[config.mk]
export PLATFORM = sky130hd
export DESIGN_NAME = display_mux_flat
export DESIGN_NICKNAME = d
export VERILOG_FILES = /design/src/rtl/display_mux_if.sv /design/src/rtl/display_mux.sv /design/src/flat_wrapper.sv
export SDC_FILE = /design/constraint.sdc
export NUM_CORES = 1
export LEC_CHECK = 0
export BUFFER_PORTS_ARGS = -buffer_cell sky130_fd_sc_hd__buf_2
export CORE_MARGIN = 2
export CORE_UTILIZATION = 51
export DETAILED_ROUTE_END_ITERATION = 7
export PLACE_DENSITY_LB_ADDON = 0.05
export SLEW_MARGIN = 20
export SYNTH_ARGS = -nofsm -noshare
export SYNTH_HDL_FRONTEND = slang
export SYNTH_SLANG_ARGS = --single-unit
export TNS_END_PERCENT = 30
[constraint.sdc]
create_clock -name clk -period 3.1 [get_ports clk]
set_input_delay 0.31 -clock clk [delete_from_list [all_inputs] [get_ports clk]]
set_output_delay 0.31 -clock clk [all_outputs]
set_load 0.02 [all_outputs]
[src/rtl/display_mux_if.sv]
// Bundle of the display driver's control and display-bus signals.
// Latency: n/a (wiring only).
// Backpressure: none; writes and shifts are accepted every cycle.
//
// Ports (signals):
//   clr, shift_en, wr_en, wr_addr, wr_code, wr_tipo : control side -> driver
//   seg (active-low a..g), an (active-low one-hot)  : driver -> board
// Modports: master = keypad/ALU control side, slave = display_mux.
interface display_mux_if #(
    parameter int NDIG = 4,
    parameter int AW   = (NDIG > 1) ? $clog2(NDIG) : 1
);
    logic            clr;
    logic            shift_en;
    logic            wr_en;
    logic [AW-1:0]   wr_addr;
    logic [3:0]      wr_code;
    logic            wr_tipo;
    logic [6:0]      seg;
    logic [NDIG-1:0] an;

    modport master (
        output clr, shift_en, wr_en, wr_addr, wr_code, wr_tipo,
        input  seg, an
    );

    modport slave (
        input  clr, shift_en, wr_en, wr_addr, wr_code, wr_tipo,
        output seg, an
    );
endinterface

[src/rtl/display_mux.sv]
// Time-multiplexed seven-segment driver: NDIG {tipo,code} entries scanned onto one segment bus.
// Latency: a write/shift lands in storage at the sampling edge and on seg one edge later.
// Backpressure: none; clr > shift_en > wr_en resolved each cycle, all accepted immediately.
//
// Ports:
//   clk    : system clock, rising edge
//   rst_n  : asynchronous active-low reset (display goes dark)
//   bus    : display_mux_if.slave (clr, shift_en, wr_en, wr_addr, wr_code, wr_tipo in;
//            seg active-low bit6=a..bit0=g, an active-low one-hot, bit i = digit i)
// Optional feature: define DISP_LZB_EN for leading-zero blanking.
module display_mux #(
    parameter int NDIG = 4,
    parameter int DIV  = 50000
) (
    input  logic          clk,
    input  logic          rst_n,
    display_mux_if.slave  bus
);
    localparam int AW = (NDIG > 1) ? $clog2(NDIG) : 1;
    localparam int IW = (NDIG > 1) ? $clog2(NDIG) : 1;
    localparam int PW = (DIV > 1) ? $clog2(DIV) : 1;

    localparam logic [4:0] ENT_BLANK = 5'h0F;  // tipo=0, code=F
    localparam logic [4:0] ENT_ZERO  = 5'h10;  // tipo=1, code=0

    logic [4:0]      r_dig [NDIG];
    logic [PW-1:0]   r_presc;
    logic [IW-1:0]   r_idx;
    logic [6:0]      r_seg;
    logic [NDIG-1:0] r_an;

    logic            w_tc;
    logic [4:0]      w_ent;
    logic            w_sel_blank;
    logic [6:0]      w_seg_next;

    function automatic logic [6:0] glyph_hex(input logic [3:0] c);
        case (c)
            4'h0: glyph_hex = 7'b0000001;
            4'h1: glyph_hex = 7'b1001111;
            4'h2: glyph_hex = 7'b0010010;
            4'h3: glyph_hex = 7'b0000110;
            4'h4: glyph_hex = 7'b1001100;
            4'h5: glyph_hex = 7'b0100100;
            4'h6: glyph_hex = 7'b0100000;
            4'h7: glyph_hex = 7'b0001111;
            4'h8: glyph_hex = 7'b0000000;
            4'h9: glyph_hex = 7'b0000100;
            4'hA: glyph_hex = 7'b0001000;
            4'hB: glyph_hex = 7'b1100000;
            4'hC: glyph_hex = 7'b0110001;
            4'hD: glyph_hex = 7'b1000010;
            4'hE: glyph_hex = 7'b0110000;
            default: glyph_hex = 7'b0111000;
        endcase
    endfunction

    function automatic logic [6:0] glyph_sym(input logic [3:0] c);
        case (c)
            4'h0: glyph_sym = 7'b1101100;  // +
            4'h1: glyph_sym = 7'b1111110;  // -
            4'h2: glyph_sym = 7'b1001000;  // *
            4'h3: glyph_sym = 7'b1011011;  // /
            4'h4: glyph_sym = 7'b0000001;  // o
            4'h5: glyph_sym = 7'b1101000;  // h
            default: glyph_sym = 7'b1111111;
        endcase
    endfunction

    // Digit storage. Shift has priority over a direct write in the same cycle.
    always_ff @(posedge clk or negedge rst_n) begin
        if (!rst_n) begin
            for (int i = 0; i < NDIG; i++) r_dig[i] <= ENT_BLANK;
        end else if (bus.clr) begin
            for (int i = 0; i < NDIG; i++) r_dig[i] <= ENT_BLANK;
        end else if (bus.shift_en) begin
            for (int i = NDIG - 1; i > 0; i--) r_dig[i] <= r_dig[i-1];
            r_dig[0] <= {bus.wr_tipo, bus.wr_code};
        end else if (bus.wr_en && ({1'b0, bus.wr_addr} < (AW+1)'(NDIG))) begin
            r_dig[bus.wr_addr] <= {bus.wr_tipo, bus.wr_code};
        end
    end

    // Prescaler and scan index run independently of any storage update.
    assign w_tc = (r_presc == PW'(DIV - 1));

    always_ff @(posedge clk or negedge rst_n) begin
        if (!rst_n) begin
            r_presc <= '0;
            r_idx   <= '0;
        end else if (w_tc) begin
            r_presc <= '0;
            r_idx   <= (r_idx == IW'(NDIG - 1)) ? '0 : r_idx + 1'b1;
        end else begin
            r_presc <= r_presc + 1'b1;
        end
    end

`ifdef DISP_LZB_EN
    // Walk from the top digit down: blanking stays armed while every digit
    // seen so far is numeric zero or an empty entry. Digit 0 always shows.
    logic            w_lead;
    logic [NDIG-1:0] w_blank;

    always_comb begin
        w_blank = '0;
        w_lead  = 1'b1;
        for (int i = NDIG - 1; i >= 0; i--) begin
            if ((i != 0) && w_lead && (r_dig[i] == ENT_ZERO)) w_blank[i] = 1'b1;
            w_lead = w_lead && ((r_dig[i] == ENT_ZERO) || (r_dig[i] == ENT_BLANK));
        end
    end

    assign w_sel_blank = w_blank[r_idx];
`else
    assign w_sel_blank = 1'b0;
`endif

    assign w_ent      = r_dig[r_idx];
    assign w_seg_next = w_sel_blank ? 7'b1111111 :
                        (w_ent[4] ? glyph_hex(w_ent[3:0]) : glyph_sym(w_ent[3:0]));

    // seg and an load on the same edge from the same index, so the pair is always coherent.
    always_ff @(posedge clk or negedge rst_n) begin
        if (!rst_n) begin
            r_seg <= 7'b1111111;
            r_an  <= '1;
        end else begin
            r_seg <= w_seg_next;
            r_an  <= ~(NDIG'(1) << r_idx);
        end
    end

    assign bus.seg = r_seg;
    assign bus.an  = r_an;
endmodule
[src/flat_wrapper.sv]
// flat-port wrapper written by rule: the top's interface ports become plain ports
module display_mux_flat 
#(
    parameter int NDIG = 4,
    parameter int DIV  = 50000
)
  (clk, rst_n, bus_clr, bus_shift_en, bus_wr_en, bus_wr_addr, bus_wr_code, bus_wr_tipo, bus_seg, bus_an);
  display_mux_if #(.NDIG(NDIG)) bus_i ();
  input  logic clk;
  input  logic rst_n;
  input wire logic [$bits(bus_i.clr)-1:0] bus_clr;
  input wire logic [$bits(bus_i.shift_en)-1:0] bus_shift_en;
  input wire logic [$bits(bus_i.wr_en)-1:0] bus_wr_en;
  input wire logic [$bits(bus_i.wr_addr)-1:0] bus_wr_addr;
  input wire logic [$bits(bus_i.wr_code)-1:0] bus_wr_code;
  input wire logic [$bits(bus_i.wr_tipo)-1:0] bus_wr_tipo;
  output wire logic [$bits(bus_i.seg)-1:0] bus_seg;
  output wire logic [$bits(bus_i.an)-1:0] bus_an;
  assign bus_i.clr = bus_clr;
  assign bus_i.shift_en = bus_shift_en;
  assign bus_i.wr_en = bus_wr_en;
  assign bus_i.wr_addr = bus_wr_addr;
  assign bus_i.wr_code = bus_wr_code;
  assign bus_i.wr_tipo = bus_wr_tipo;
  assign bus_seg = bus_i.seg;
  assign bus_an = bus_i.an;
  display_mux #(.NDIG(NDIG), .DIV(DIV)) u_core (.clk(clk), .rst_n(rst_n), .bus(bus_i));
endmodule
# [After elaboration in Yosys (flattened, before gate mapping)]
# Memories as Yosys holds them, arrays and structs flattened.
# Index checks and enable logic that the tools add are counted.
[op_classes] n_addsub=2 multipliers=0 div=0 n_lt_le_gt_ge=3 n_eq_ne=7 shifts=1 n_mux=13 n_bitwise=3 reduce_logical=3
[op_table] cell="$mux W20" count=3
[op_table] cell="$pmux W7 S6" count=1
[op_table] cell="$bwmux W20" count=1
[op_table] cell="$add A16 B1 Y16 const B" count=1
[op_table] cell="$eq A16 B16 Y1 const B" count=1
[op_table] cell="$mux W16" count=1
[op_table] cell="$mux W5" count=3
[op_table] cell="$bmux W5 S2" count=1
[op_table] cell="$demux W5 S2" count=1
[op_table] cell="$eq A4 B2 Y1 const B" count=2
[op_table] cell="$eq A4 B3 Y1 const B" count=2
[op_table] cell="$mux W7" count=1
[op_table] cell="$ge A3 B3 Y1 const B" count=2
[op_table] cell="$not A2 Y3" count=2
[op_table] cell="$eq A4 B1 Y1 const B" count=1
[op_table] cell="$logic_not A4 Y1" count=1
[op_table] cell="$not A4 Y4" count=1
[op_table] cell="$shl A1 B2 Y4 const A" count=1
[op_table] cell="$lt A3 B1 Y1 const B" count=1
[op_table] cell="$reduce_bool A3 Y1" count=1
[op_table] cell="$add A2 B1 Y2 const B" count=1
[op_table] cell="$eq A2 B2 Y1 const B" count=1
[op_table] cell="$mux W2" count=1
[op_table] cell="$logic_and A1 B1 Y1" count=1
[word_totals] register_bits=49 latchBits=0 ramBits=0 mem_bits_ro=112 in_bits=12 mem_count=1
[memory_table] memory="(name not given)" words=16 word_bits=7 rd=1 rd_ports_with_merged_regs=0 wr=0 line="display_mux.sv:38" rtl="case (c)"

# [Longest topological paths before layout]
[depth] ltp_word=9 ltp_mapped=9 depth_no_buf=7

# [Least setup slack after synthesis]
# Ideal clock, no wire load.
[synth_path] path_type="register to register" start="register u_core.r_idx[0]" end="register u_core.r_seg[5] (netlist: u_core.bus.seg[5])" setup_ns=0.088 t_arrival_ns=2.175 required_ns=3.012 slack_ns=0.837 path_stages_with_launch=8 path_buffers=2 path_cell_list="dfrtp_1 > buf_6 > mux4_2 > ha_1 > clkbuf_1 > or4_4 > a21oi_2 > a32oi_1"
[synth_via] elab_chain_cells=7 elab_cells_between_ends=13 classes_between="eq/ne (5); mux (5); bitwise (1); reduce/logical (1); memory (1)"
[synth_lines] item="start, declared" line="display_mux.sv:28" rtl="logic [IW-1:0] r_idx;"
[synth_lines] item="start signal, assigned" line="display_mux.sv:93" rtl="r_idx <= (r_idx == IW'(NDIG - 1)) ? '0 : r_idx + 1'b1;"
[synth_lines] item="$not A2 Y3 (not written as such) *" line="display_mux.sv:119" rtl="assign w_ent = r_dig[r_idx];"
[synth_lines] item="$bmux W5 S2 *" line="display_mux.sv:119"
[synth_lines] item="$mux W5 (not written as such) * (2 in a row)" line="display_mux.sv:119"
[synth_lines] item="branches (longest 2 deep; another with $mem_v2 Z16 W7)"
[synth_lines] item="$mux W7 *" line="display_mux.sv:121" rtl="(w_ent[4] ? glyph_hex(w_ent[3:0]) : glyph_sym(w_ent[3:0]));"
[synth_lines] item="net u_core.w_seg_next[5]" line="display_mux.sv:35" rtl="logic [6:0] w_seg_next;"
[synth_lines] item="end signal, assigned" line="display_mux.sv:129" rtl="r_seg <= w_seg_next;"
[synth_lines] item="end, declared" line="display_mux.sv:29" rtl="logic [6:0] r_seg;"
# Mark *: on every way through the listed nets, which the timed path passes. The select of a mux whose other input is x is not followed.
# A chain may end at the register's enable or synchronous reset.

# [Worst setup path after layout]
[layout_path] start="register u_core.r_idx[0]" end="register u_core.r_seg[1] (netlist: u_core.bus.seg[1])"
# Same word-level chain as after synthesis.

==> results.cfg <==
[clock_network]
cts_setup_buffers = 0
ctsRootBufferMaster = clkbuf_8
cts_buffer_depth = 2
ctsResizeCount = 0
ctsHoldBuffers = 0
htreeDepth = 2
cts_sinks = 49
cts_buffers = 5
clk_latency_ps = 310
cts_tree = built
clkSlewWorstSetupHoldPaths_ps = 90

[yosys]
ys_ff_latch = 49
syn_nets = 286
netlist_instances = 264
ys_warn_count = 0
ys.flop_type = dfstp_2
avgSynthCellArea_um2 = 10.2
synth_edf_count = 0
synth_area_um2 = 2710
synth_cell_types = 45
async_flop_share_pct = 100
yosysSeqAreaShare_pct = 46.6

[sta]
maxSlewViolCount = 0
timing.final.setup_violations = 0
rsz0062_at_grt = no
finalHoldViolations = 0
min_period_over_period_pct = 81.4
fmax_mhz = 396
finClkSkew_ps = 6.67
relSlewSlack_pct = 58.5
setup_tns_ps = 0
final.min_clock_period_ps = 2520
worstMarginPinSlew_ps = 622

[placement]
port_buffers = 22
place_congestion = 0.835
hpwl_um = 3550

[floorplan]
fp.dieH_um = 76.8
start_util_pct = 53.0
ioPinCount = 23
die-area_um2 = 5900
die_w_um = 76.8
core-area_um2 = 5110
num_rows = 26

[cells_and_area]
area_delta_synth_final_pct = 8.00
drive_gt1_share_pct = 26.8
final_util_pct = 57.2
nFillCells = 476
num_antenna_cells = 0
layout_common_cells = nor2_1 (45), dfstp_2 (27), a21oi_1 (22), buf_2 (22), dfrtp_1 (22)
layout_commonest_cell = nor2_1
nets = 301

[grt]
grt_pass1_vias = 1849
grt_pass1_wl_um = 8660
antenna_found_initial = 0
grt_max_degree = 30
grt_overflow = 0
gr-usage-all-layers_pct = 18.4

[worst_setup_path]
crit_path_end = u_core.bus.seg[1]$_DFF_PN1_
cp-start-kind = flop
crit_path_start = u_core.r_idx[0]$_DFFE_PN0N_
reg2reg_depth = 6
critPathTopFamily = multiplexers
path_cells = mux4_2, ha_1, nor2_1, nor4b_1, a2111oi_2, a31oi_1
worstPathMaxFanout = 10
cp_data_arrival_time_ps = 2750
r2r_slack_ps = 580
cp_slowest_stage_delay_ps = 630
slowest_stage = mux4_2
worst_setup_path_end_kind = flop
rr_endpoint = u_core.bus.seg[1]$_DFF_PN1_
r2r_start = u_core.r_idx[0]$_DFFE_PN0N_
critPathBufInv = 0
critPathKind = reg -> reg
worstPathRequired_ps = 3330
cp_num_cells = 6

[run]
maxCapViolations = 0

[route]
drt_pass1_iterations = 4
vias = 1961
drt_first_iter_violations = 108
drc = 0
routed_wl_um = 5030
detail-route-antenna-nets = 0
drt-wirelength-per-cell_um = 14.4
viasPerCell = 5.60

[power]
p_leak_nw = 1.19
vdd_ir_drop_max_v = 0.000268
power.density_nw_per_um2 = 434

[run_status]
status = completed

[worst_hold_path]
hp-class = in -> async
-- registers in the layout (all words and copies together), names as in the netlist --
signal / count
u_core.r_dig: 20
u_core.r_presc: 16
u_core.bus.seg: 7
u_core.bus.an: 4
u_core.r_idx: 2
-- synthesized netlist by cell type, types with 2 or more instances --
cell type  count  area share, %
buf_2          3           0.55
a21oi_1       22            4.1
or3_1          2           0.46
mux2_2         6            2.5
nand4_1        4           0.92
nor2b_1        8            1.9
a211o_1        4            1.3
nand3_1       11            2.0
ha_1          10            4.6
mux4_2         5            4.2
dfrtp_1       22             20
xor2_1         5            1.6
a221oi_1      12            3.9
nand2_1        6           0.83
nor4b_1        3           0.97
nor2_1        45            6.2
and4_1         2           0.65
xnor2_1        8            2.6
inv_1         11            1.5
clkbuf_1      10            1.4
a32oi_1        2           0.65
nor3_1         2           0.37
mux2i_1        4            1.5
o21bai_1       2           0.55
a22oi_1        3           0.83
o21ai_0        4           0.74
and2_1         3           0.69
buf_6          2           0.83
dfstp_2       27             26
-- stage by stage --
| step | instance area [um^2] | hold WS [ps] | setup WS [ps] | instances | power (mW) |
|---|---|---|---|---|---|
| after CTS | 2920 | 20.9 | 584 | 350 | 1.29 |
| after floorplan | 2710 | 14.4 | 837 | 264 | 0.850 |
| after global routing | 2920 | 48.5 | 381 | 350 | 1.34 |
| after global placement | 2840 | 365 | 683 | 342 | 0.903 |
| after detailed placement | 2840 | 365 | 612 | 342 | 0.903 |
| final | 2920 | 6.58 | 575 | 350 | 1.27 |
-- kinds of logic (layout without fill, tap and decap cells) --
logic type | count (synthesis) | after routing | share of synthesized area, %
adder cells (fa/ha/maj) | 10 | 10 | 4.63
AND/OR/NAND/NOR | 94 | 94 | 17.4
AO/OA/AOI/OAI | 56 | 56 | 14.5
XOR/XNOR | 13 | 13 | 4.21
buffers and inverters | 27 | 43 | 4.58
multiplexers | 15 | 15 | 8.14
flip-flops | 49 | 49 | 46.6
-- worst reg2reg max path: stages (launching register included) --
cell       delay (ps)
dfrtp_1           610
mux4_2            630
ha_1              280
nor2_1            140
nor4b_1           470
a2111oi_2         120
a31oi_1           190
-- report_power, final --
group | internal [mW] | total [mW] | switching [mW]
registers | 0.692 | 0.712 | 0.0201
clock network | 0.161 | 0.375 | 0.214
logic | 0.0704 | 0.181 | 0.110
total | 0.924 | 1.27 | 0.344
-- routing by layer --
metal	track usage [%]	wire (um)	up-vias
met5	0	0	-
li1	-	-	970
met4	6.55	75	0
met1	26.0	2450	940
met3	3.88	186	5
met2	28.0	2320	46
-- worst min-delay path by stage --
stage	startpoint	to	slack, ps	cells past startpoint
after global placement	rst_n	u_core.r_dig[19]$_DFFE_PN0P_	360	1
after CTS	rst_n	u_core.r_dig[14]$_DFFE_PN0P_	20	1
after floorplan	rst_n	u_core.r_dig[14]$_DFFE_PN0P_	10	0
final	rst_n	u_core.r_dig[14]$_DFFE_PN0P_	7	1
after global routing	rst_n	u_core.r_dig[19]$_DFFE_PN0P_	50	1
after detailed placement	rst_n	u_core.r_dig[14]$_DFFE_PN0P_	360	1
-- area by class of cell --
type                       instances  area, um^2  area share (%)
clock buffer                       6        72.6            2.48
clock inverter                     2        13.8           0.471
inverter                          11        41.3            1.41
multi-input combinational        188        1320            45.2
sequential                        49        1260            43.1
tap                               70        87.6            3.00
timing repair buffer              24         125            4.28
No activity file was read; power rests on OpenSTA's default activity.
